## config.mk

```make
export PLATFORM = sky130hd
export DESIGN_NAME = fetch_pc_sequencer_flat
export DESIGN_NICKNAME = d
export VERILOG_FILES = /design/src/rtl/fetch_pc_sequencer_if.sv /design/src/rtl/fetch_pc_sequencer.sv /design/src/flat_wrapper.sv
export SDC_FILE = /design/constraint.sdc
export NUM_CORES = 1
export LEC_CHECK = 0
export ABC_CLOCK_PERIOD_IN_PS = 4000
export BUFFER_PORTS_ARGS = -buffer_cell sky130_fd_sc_hd__buf_2
export CORE_MARGIN = 1.5
export CORE_UTILIZATION = 43
export CTS_CLUSTER_SIZE = 24
export DETAILED_ROUTE_END_ITERATION = 12
export GPL_TIMING_DRIVEN = 0
export PLACE_DENSITY = 0.81
export SLEW_MARGIN = 20
export SYNTH_ARGS = -nofsm -noshare
export SYNTH_HDL_FRONTEND = slang
export SYNTH_SLANG_ARGS = --single-unit
```

## constraint.sdc

```tcl
create_clock -name Clk -period 4 [get_ports Clk]
set_clock_uncertainty 0.05 [all_clocks]
set_input_delay 0.2 -clock Clk [delete_from_list [all_inputs] [get_ports Clk]]
set_output_delay 0.2 -clock Clk [all_outputs]
set_load 0.02 [all_outputs]
```

## src/rtl/fetch_pc_sequencer_if.sv

```systemverilog
// Fetch sequencer bundle: PC register loop, instruction-memory request/response, downstream instruction, redirect.
// Latency: none, this is wiring only.
// Backpressure: IReqReady stalls requests, InstrReady holds the presented instruction.
// With FETCH_MISALIGN_CHECK_EN defined, the bundle also carries MisalignFault.
interface fetch_pc_sequencer_if #(
    parameter int BITS_SIZE = 32
);
    logic [BITS_SIZE-1:0] PCResult;
    logic [BITS_SIZE-1:0] PCNext;
    logic                 IReqValid;
    logic [BITS_SIZE-1:0] IReqAddr;
    logic                 IReqReady;
    logic                 IRspValid;
    logic [BITS_SIZE-1:0] IRspData;
    logic                 InstrValid;
    logic [BITS_SIZE-1:0] InstrData;
    logic [BITS_SIZE-1:0] InstrPC;
    logic                 InstrReady;
    logic                 RedirectValid;
    logic [BITS_SIZE-1:0] RedirectTarget;
`ifdef FETCH_MISALIGN_CHECK_EN
    logic                 MisalignFault;

    modport master (
        input  PCResult, IReqReady, IRspValid, IRspData, InstrReady, RedirectValid, RedirectTarget,
        output PCNext, IReqValid, IReqAddr, InstrValid, InstrData, InstrPC, MisalignFault
    );
    modport slave (
        output PCResult, IReqReady, IRspValid, IRspData, InstrReady, RedirectValid, RedirectTarget,
        input  PCNext, IReqValid, IReqAddr, InstrValid, InstrData, InstrPC, MisalignFault
    );
`else
    modport master (
        input  PCResult, IReqReady, IRspValid, IRspData, InstrReady, RedirectValid, RedirectTarget,
        output PCNext, IReqValid, IReqAddr, InstrValid, InstrData, InstrPC
    );
    modport slave (
        output PCResult, IReqReady, IRspValid, IRspData, InstrReady, RedirectValid, RedirectTarget,
        input  PCNext, IReqValid, IReqAddr, InstrValid, InstrData, InstrPC
    );
`endif
endinterface

```

## src/rtl/fetch_pc_sequencer.sv

```systemverilog
// Fetch PC sequencer: drives the PC register, issues one fetch per PC, presents instructions, handles redirects.
// Latency: one instruction per 3 cycles at best (REQ, WAIT, HOLD); PCNext is combinational.
// Backpressure: IReqReady low holds the PC in REQ; InstrReady low holds the instruction in HOLD.
// Optional macro FETCH_MISALIGN_CHECK_EN: aligns redirect targets to 4 bytes and raises sticky MisalignFault.
module fetch_pc_sequencer #(
    parameter int                   BITS_SIZE    = 32,
    parameter logic [BITS_SIZE-1:0] RESET_VECTOR = '0,
    parameter int                   PC_STEP      = 4
) (
    input  logic                  Clk,
    input  logic                  ResetN,
    fetch_pc_sequencer_if.master  bus
);

    localparam logic [BITS_SIZE-1:0] STEP = BITS_SIZE'(PC_STEP);

    typedef enum logic [1:0] {
        ST_REQ  = 2'd0,
        ST_WAIT = 2'd1,
        ST_HOLD = 2'd2
    } state_t;

    state_t               state_q;
    state_t               state_d;
    logic                 squash_q;
    logic                 squash_d;
    logic                 accept;
    logic                 capture;
    logic                 req_valid;
    logic [BITS_SIZE-1:0] pc_next;
    logic [BITS_SIZE-1:0] redirect_pc;
    logic [BITS_SIZE-1:0] fetch_pc_q;
    logic                 instr_valid_q;
    logic [BITS_SIZE-1:0] instr_data_q;
    logic [BITS_SIZE-1:0] instr_pc_q;

`ifdef FETCH_MISALIGN_CHECK_EN
    logic misalign_q;

    // Low address bits are dropped so the PC never leaves word alignment.
    assign redirect_pc = {bus.RedirectTarget[BITS_SIZE-1:2], 2'b00};

    // Any unaligned redirect latches the fault until reset.
    always_ff @(posedge Clk or negedge ResetN) begin
        if (!ResetN) begin
            misalign_q <= 1'b0;
        end else if (bus.RedirectValid && (bus.RedirectTarget[1:0] != 2'b00)) begin
            misalign_q <= 1'b1;
        end
    end

    assign bus.MisalignFault = misalign_q;
`else
    assign redirect_pc = bus.RedirectTarget;
`endif

    // State register.
    always_ff @(posedge Clk or negedge ResetN) begin
        if (!ResetN) begin
            state_q <= ST_REQ;
        end else begin
            state_q <= state_d;
        end
    end

    // Next state, PC selection and handshake decisions; a redirect overrides everything else.
    always_comb begin
        state_d   = state_q;
        squash_d  = squash_q;
        accept    = 1'b0;
        capture   = 1'b0;
        req_valid = 1'b0;
        pc_next   = bus.PCResult;
        case (state_q)
            ST_REQ: begin
                req_valid = 1'b1;
                if (bus.RedirectValid) begin
                    // The request this cycle carries a stale PC; it is never counted as accepted.
                    pc_next = redirect_pc;
                end else if (bus.IReqReady) begin
                    accept  = 1'b1;
                    pc_next = bus.PCResult + STEP;
                    state_d = ST_WAIT;
                end
            end
            ST_WAIT: begin
                if (bus.RedirectValid) begin
                    pc_next = redirect_pc;
                    if (bus.IRspValid) begin
                        // Response for the old path arrives right now: drop it, nothing left to squash.
                        squash_d = 1'b0;
                        state_d  = ST_REQ;
                    end else begin
                        squash_d = 1'b1;
                    end
                end else if (bus.IRspValid) begin
                    if (squash_q) begin
                        squash_d = 1'b0;
                        state_d  = ST_REQ;
                    end else begin
                        capture = 1'b1;
                        state_d = ST_HOLD;
                    end
                end
            end
            ST_HOLD: begin
                if (bus.RedirectValid) begin
                    // Held instruction is wrong-path; discard it even if the consumer is ready.
                    pc_next = redirect_pc;
                    state_d = ST_REQ;
                end else if (bus.InstrReady) begin
                    state_d = ST_REQ;
                end
            end
            default: begin
                state_d = ST_REQ;
            end
        endcase
    end

    // Squash flag, the PC of the outstanding fetch, and the held instruction.
    always_ff @(posedge Clk or negedge ResetN) begin
        if (!ResetN) begin
            squash_q      <= 1'b0;
            fetch_pc_q    <= '0;
            instr_valid_q <= 1'b0;
            instr_data_q  <= '0;
            instr_pc_q    <= '0;
        end else begin
            squash_q      <= squash_d;
            instr_valid_q <= (state_d == ST_HOLD);
            if (accept) begin
                fetch_pc_q <= bus.PCResult;
            end
            if (capture) begin
                instr_data_q <= bus.IRspData;
                instr_pc_q   <= fetch_pc_q;
            end
        end
    end

    // Reset gating keeps the request line quiet and the PC pinned while ResetN is low.
    assign bus.IReqValid  = ResetN & req_valid;
    assign bus.IReqAddr   = bus.PCResult;
    assign bus.PCNext     = ResetN ? pc_next : RESET_VECTOR;
    assign bus.InstrValid = instr_valid_q;
    assign bus.InstrData  = instr_data_q;
    assign bus.InstrPC    = instr_pc_q;

endmodule

```

## src/flat_wrapper.sv

```systemverilog
// flat-port wrapper written by rule: the top's interface ports become plain ports
module fetch_pc_sequencer_flat 
#(
    parameter int                   BITS_SIZE    = 32,
    parameter logic [BITS_SIZE-1:0] RESET_VECTOR = '0,
    parameter int                   PC_STEP      = 4
)
  (Clk, ResetN, bus_PCResult, bus_IReqReady, bus_IRspValid, bus_IRspData, bus_InstrReady, bus_RedirectValid, bus_RedirectTarget, bus_PCNext, bus_IReqValid, bus_IReqAddr, bus_InstrValid, bus_InstrData, bus_InstrPC);
  fetch_pc_sequencer_if #(.BITS_SIZE(BITS_SIZE)) bus_i ();
  input  logic Clk;
  input  logic ResetN;
  input wire logic [$bits(bus_i.PCResult)-1:0] bus_PCResult;
  input wire logic [$bits(bus_i.IReqReady)-1:0] bus_IReqReady;
  input wire logic [$bits(bus_i.IRspValid)-1:0] bus_IRspValid;
  input wire logic [$bits(bus_i.IRspData)-1:0] bus_IRspData;
  input wire logic [$bits(bus_i.InstrReady)-1:0] bus_InstrReady;
  input wire logic [$bits(bus_i.RedirectValid)-1:0] bus_RedirectValid;
  input wire logic [$bits(bus_i.RedirectTarget)-1:0] bus_RedirectTarget;
  output wire logic [$bits(bus_i.PCNext)-1:0] bus_PCNext;
  output wire logic [$bits(bus_i.IReqValid)-1:0] bus_IReqValid;
  output wire logic [$bits(bus_i.IReqAddr)-1:0] bus_IReqAddr;
  output wire logic [$bits(bus_i.InstrValid)-1:0] bus_InstrValid;
  output wire logic [$bits(bus_i.InstrData)-1:0] bus_InstrData;
  output wire logic [$bits(bus_i.InstrPC)-1:0] bus_InstrPC;
  assign bus_i.PCResult = bus_PCResult;
  assign bus_i.IReqReady = bus_IReqReady;
  assign bus_i.IRspValid = bus_IRspValid;
  assign bus_i.IRspData = bus_IRspData;
  assign bus_i.InstrReady = bus_InstrReady;
  assign bus_i.RedirectValid = bus_RedirectValid;
  assign bus_i.RedirectTarget = bus_RedirectTarget;
  assign bus_PCNext = bus_i.PCNext;
  assign bus_IReqValid = bus_i.IReqValid;
  assign bus_IReqAddr = bus_i.IReqAddr;
  assign bus_InstrValid = bus_i.InstrValid;
  assign bus_InstrData = bus_i.InstrData;
  assign bus_InstrPC = bus_i.InstrPC;
  fetch_pc_sequencer #(.BITS_SIZE(BITS_SIZE), .RESET_VECTOR(RESET_VECTOR), .PC_STEP(PC_STEP)) u_core (.Clk(Clk), .ResetN(ResetN), .bus(bus_i));
endmodule
```

==> reports/metrics.yaml, run 1 <==
p_leak_nw: 3.59
finalHoldViolCount: 0
path_max_fanout: 48
setup_tns_ns: 0
seqPwrFrac: 0.342
crit_path_end: "bus_PCNext[12]"
clockBufferDepth: 2
muxShareOfSynthArea: 0.194
min_period_ns: 3.51
ctsRootBufferMaster: "clkbuf_16"
synth_ff_type: "dfrtp_1"
grt_max_degree: 55
cp_data_arrival_time_ns: 3.26
netlist_top_cells_area: "dfrtp_1 43%, mux2_2 19%, buf_4 4.2%"
postCtsSetupBuffers: 0
core_sq_mm: 0.0132
p_sw_mw: 2.04
pwr-share-comb: 0.471
gr-usage-all-layers: 0.255
rows: 42
pwr-share-clk: 0.187
routabilityCongestion: 0.940
post-synth-top-count-cell: "dfrtp_1"
dp_hpwl_microns: 13200
cts.sinks: 100
cp-start-kind: "primary input"
p_sw_frac: 0.401
grt_pass1_wl_microns: 28000
ys_types: 64
ios: 232
syn_avg_cell_area_sq_um: 10.3
synth_area_sq_mm: 0.00577
design_area_sq_mm: 0.00748
drt_iter0_drc: 485
hold_class: "in -> reg"
reg2reg_slack_ns: 1.20
crit_top_cell: "clkbuf_1"
slew_viol_final: 0
reg2reg_depth: 8
port-buffer-count: 223
synth-compound-area-share: 0.138
critPathKind: "in -> out"
tritoncts: "done"
drv_cap: 0
fp.dieW_microns: 119
crit_chain: "dlygate4sd3_1, buf_6, clkbuf_1, clkbuf_1, clkbuf_1, o21ai_0, a21oi_1, buf_2"
drt_first_pass_iters: 5
synthSimpleGateAreaFrac: 0.141
rsz0062_at_grt: "false"
setup_viol: 0
postSynth.asyncResetShare: 1.00
synthCells: 562
rr_endpoint: "u_core.bus.InstrValid"
cpPeakStageDelay_ns: 0.58
antenna_found_initial: 2
synth_top_family_by_area: "multiplexers"
grt_pass1_vias: 5319
route.detailed.drc: 0
start_util: 0.437
critical_path_required_ns: 3.75
yosys_warnings: 0
worstReg2RegStart: "u_core.state_q[0]"
insertion_delay_ns: 0.35
cts_made_buffers: 9
drt-total-wl_microns: 17900
period_share: 0.878
grt_overflow: 0
ctsHoldBuffers: 2
synth_common_cells: "100 x dfrtp_1, 96 x mux2_2, 36 x nand2_1, 36 x nor2_1"
internal_power_mw: 3.04
status: "finished clean"
fillers: 1198
post_cts_resized: 0
synth.top_cell.area_share: 0.434
netlist.top_cell.by_area: "dfrtp_1"
synth-adder-area-share: 0.0108
clk_pin_slew_ns: 0.07
slew_headroom: 0.385
vias: 5486
die_y_microns: 119
cp-startpoint: "ResetN"
whs_ns: 0.0233
cts_max_level: 3
slowest_stage: "clkbuf_1"
synth_xor_area_frac: 0.00456
tightest_slew_ns: 0.915
vias_per_cell: 5.60
ir_worst_vdd_mv: 0.484
ys_seq_area_frac: 0.434
ys_seq_elements: 100
max_freq_mhz: 285
synth_nets: 669
wl_per_cell_microns: 18.3
ant_nets: 0
postPlaceCellArea_sq_mm: 0.00714
final_nets: 906
synthToLayoutAreaGrowth_pct: 29.7
fp.dieArea_sq_mm: 0.0141
p_per_area_mw_per_mm2: 679
synth_edf_count: 0
drive_gt1_frac: 0.492
cp-end-kind: "primary output"
## per-stage QoR
step | power (mW) | util | std cells | setup WS (ns)
finish | 5.08 | 0.567 | 980 | 0.486
global route | 5.37 | 0.567 | 980 | 0.292
CTS | 5.10 | 0.567 | 979 | 0.498
detailed placement | 4.13 | 0.541 | 962 | 1.07
global placement | 4.07 | 0.539 | 961 | -0.273
floorplan | 3.30 | - | 562 | 1.65
## registers in the layout, summed over array words and instances (netlist names)
signal                 flops
u_core.bus.InstrPC        32
u_core.fetch_pc_q         32
u_core.squash_q            1
u_core.bus.InstrData      32
u_core.bus.InstrValid      1
u_core.state_q             2
## worst min path at each step
stage / cells after the start / slack [ns] / end / from
6_report: 2 / 0.02 / u_core.bus.InstrData[27] / bus_IRspData[27]
2_1_floorplan: 0 / -0.15 / u_core.bus.InstrData[0] / ResetN
3_3_place_gp: 2 / 0.36 / u_core.squash_q / bus_IRspValid
5_1_grt: 2 / 0.02 / u_core.bus.InstrData[16] / bus_IRspData[16]
4_1_cts: 2 / 0.01 / u_core.bus.InstrData[27] / bus_IRspData[27]
3_5_place_dp: 1 / 0.11 / u_core.bus.InstrPC[27] / ResetN
## power by group through the flow
stage	Combinational (mW)	Sequential [mW]	Clock (mW)
final	2.39	1.74	0.949
after global routing	2.56	1.80	1.00
after CTS	2.38	1.74	0.970
after detailed placement	2.38	1.75	0
after global placement	2.34	1.73	0
after floorplan	1.18	2.12	0
## routing by layer
metal,GRT usage,share of wire
met1,0.329,0.41
met2,0.411,0.47
met3,0.0584,0.095
met4,0.108,0.021
met5,0,0.00072
## cells by family (layout without fill, tap and decap cells)
| group | Yosys count | after routing |
|---|---|---|
| buffers and inverters | 81 | 322 |
| other | 0 | 1 |
| adder cells (fa/ha/maj) | 5 | 5 |
| AND/OR/NAND/NOR | 151 | 151 |
| XOR/XNOR | 3 | 3 |
| flip-flops | 100 | 100 |
| AO/OA/AOI/OAI | 122 | 122 |
| multiplexers | 100 | 100 |
## critical path: cells and delay by family
family / cells / cell delay [ns]
buffers and inverters: 6 / 2.64
AO/OA/AOI/OAI: 2 / 0.39
## cell type report
| cell class | count | area [sq um] | share of cell area |
|---|---|---|---|
| inverters | 11 | 41.3 | 0.00552 |
| multi-input cells | 381 | 2820 | 0.376 |
| well taps | 176 | 220 | 0.0294 |
| flip-flops and latches | 100 | 2500 | 0.334 |
| clock buffers | 10 | 239 | 0.0319 |
| diodes | 1 | 2.50 | 0.000334 |
| clock inverters | 5 | 83.8 | 0.0112 |
| repair buffers | 226 | 1170 | 0.156 |
| plain buffers | 70 | 407 | 0.0543 |
## cell usage in the layout, fill, tap and decap left out, drive strengths merged, types with 11 or more instances in the layout
master and n:
buf 277, nand3 11, mux2 96, nand2 36, nor2 37, dfrtp 100, clkbuf 27, a21oi 32
o21ai 30, nor3 16
Power figures use the tool's default switching activity.
==> run 2, diff against run 1 <==
Settings changed: HOLD_SLACK_MARGIN set to 0.03.
==> reports/metrics.yaml, run 2 (synthesis gave the netlist of run 1 again) <==
p_per_area_mw_per_mm2: 659  # was 679 mW/mm^2
crit_chain: "dlygate4sd3_1, buf_6, clkbuf_1, clkbuf_1, clkbuf_1, o21ai_0, a21oi_1, buf_2"  # unchanged
port-buffer-count: 223  # unchanged
route.detailed.drc: 0  # unchanged
fp.dieW_microns: 119  # unchanged
slew_headroom: 0.425  # was 0.385
wl_per_cell_microns: 18.3  # about the same
cts.sinks: 100  # unchanged
tritoncts: "done"  # unchanged
vias_per_cell: 5.55  # was 5.60
start_util: 0.437  # unchanged
cp-end-kind: "primary output"  # unchanged
tightest_slew_ns: 0.856  # was 0.915 ns
slowest_stage: "clkbuf_1"  # unchanged
p_leak_nw: 3.70  # was 3.59 nW
use_met3: 0.0613  # was 0.0584
final_common_cell: "buf_2"  # unchanged
drt_iter0_drc: 468  # was 485
finalHoldViolCount: 0  # unchanged
routabilityCongestion: 0.940  # unchanged
ant_nets: 0  # unchanged
drv_cap: 0  # unchanged
ios: 232  # unchanged
fp.dieArea_sq_mm: 0.0141  # unchanged
drt-total-wl_microns: 18400  # was 17,900 microns
min_period_ns: 3.52  # was 3.51 ns
dp_hpwl_microns: 13200  # unchanged
critPathKind: "in -> out"  # unchanged
min_from: "bus_IRspData[26]"  # was bus_IRspData[27]
gr-usage-all-layers: 0.262  # was 0.255
period_share: 0.880  # was 0.878
cts_made_buffers: 9  # unchanged
slew_viol_final: 0  # unchanged
ctsRootBufferMaster: "clkbuf_16"  # unchanged
cpPeakStageDelay_ns: 0.57  # was 0.58 ns
grt_max_degree: 55  # unchanged
busiest_layer: "met2"  # unchanged
grt_overflow: 0  # unchanged
grt_util_met1: 0.337  # was 0.329
rsz0062_at_grt: "false"  # unchanged
whs_ns: 0.0404  # was 0.0233 ns
core_sq_mm: 0.0132  # unchanged
vias: 5592  # was 5,486
cp-startpoint: "ResetN"  # unchanged
final_nets: 933  # was 906
hold_class: "in -> reg"  # unchanged
post-place-ws_ns: 1.07  # unchanged
fillers: 1160  # was 1,198
crit_top_cell: "clkbuf_1"  # unchanged
multi_input_comb_area_sq_mm: 0.00282  # unchanged
postCtsSetupBuffers: 0  # unchanged
rows: 42  # unchanged
seqCellArea_sq_mm: 0.00250  # unchanged
cts_max_level: 3  # unchanged
grt_pass1_wl_microns: 28800  # was 28,000 microns
die_y_microns: 119  # unchanged
power_mw: 5.11  # was 5.08 mW
drt_first_pass_iters: 6  # was 5
antenna_found_initial: 2  # unchanged
cp_data_arrival_time_ns: 3.27  # was 3.26 ns
clk_pin_slew_ns: 0.07  # about the same
gr-usage-met2: 0.424  # was 0.411
setup_tns_ns: 0  # unchanged
insertion_delay_ns: 0.35  # about the same
final_cell_mix: "241 x buf_2, 100 x dfrtp_1, 96 x mux2_2"  # unchanged
drive_gt1_frac: 0.476  # was 0.492
synthToLayoutAreaGrowth_pct: 34.4  # was 29.7%
cp-start-kind: "primary input"  # unchanged
layout_setup_ws_ns: 0.478  # was 0.486 ns
clockBufferDepth: 2  # unchanged
worstReg2RegStart: "u_core.state_q[0]"  # unchanged
grt_pass1_vias: 5441  # was 5,319
ir_worst_vdd_mv: 0.429  # was 0.484 mV
status: "finished clean"  # unchanged
path_max_fanout: 48  # unchanged
setup_viol: 0  # unchanged
critical_path_required_ns: 3.75  # about the same
max_freq_mhz: 284  # was 285 MHz
## run 2: changes by cell type in the layout (fill, tap and decap cells not counted)
| cell | delta |
|---|---|
| dlygate4sd3_1 | +27 |
## run 2: final cells by class
| cell class | count | share of cell area |
|---|---|---|
| clock buffers | 10 | 0.0308 |
| repair buffers | 253 | 0.186 |
| plain buffers | 70 | 0.0525 |
| inverters | 11 | 0.00533 |
| clock inverters | 5 | 0.0108 |
| multi-input cells | 381 | 0.363 |
| flip-flops and latches | 100 | 0.323 |
| diodes | 1 | 0.000323 |
| well taps | 176 | 0.0284 |
## run 2: final timing paths
kind / endpoint / slack [ns] / cells after the start
max in group asynchronous: u_core.bus.InstrData[18] / 2.99 / 3
worst max register to register: u_core.bus.InstrValid / 1.17 / 8
worst min register to register: u_core.fetch_pc_q[26] / 0.44 / 2
worst max-delay path: bus_PCNext[12] / 0.48 / 8
worst min-delay path: u_core.bus.InstrData[26] / 0.04 / 2
min in group asynchronous: u_core.bus.InstrPC[27] / 0.29 / 2
## run 2: critical path, delay by kind of cell
family,cells,cell delay (ns)
buffers and inverters,6,2.62
AOI/OAI and AO/OA,2,0.40
## run 2: power by group
part	switching, mW	internal [mW]
Clock	0.382	0.564
Combinational	1.43	0.988
Sequential	0.236	1.51
## run 2: repair_timing
| item | CTS | global route |
|---|---|---|
| endpoints found under the hold margin | 74 | 0 |
| hold buffers | 29 | 0 |
| resized for setup | 0 | 0 |
## run 2: routing by layer
metal	vias to the layer above	wire length, microns
met2	304	8760
met3	39	1780
met5	-	13
met4	2	406
met1	2683	7470
li1	2564	-
## run 2: stage by stage
step / cell area (sq um) / cells / util
4_1_cts: 7750 / 1006 / 0.588
3_5_place_dp: 7140 / 962 / 0.541
2_1_floorplan: 5770 / 562 / -
3_3_place_gp: 7100 / 961 / 0.539
6_report: 7750 / 1007 / 0.588
5_1_grt: 7750 / 1007 / 0.588
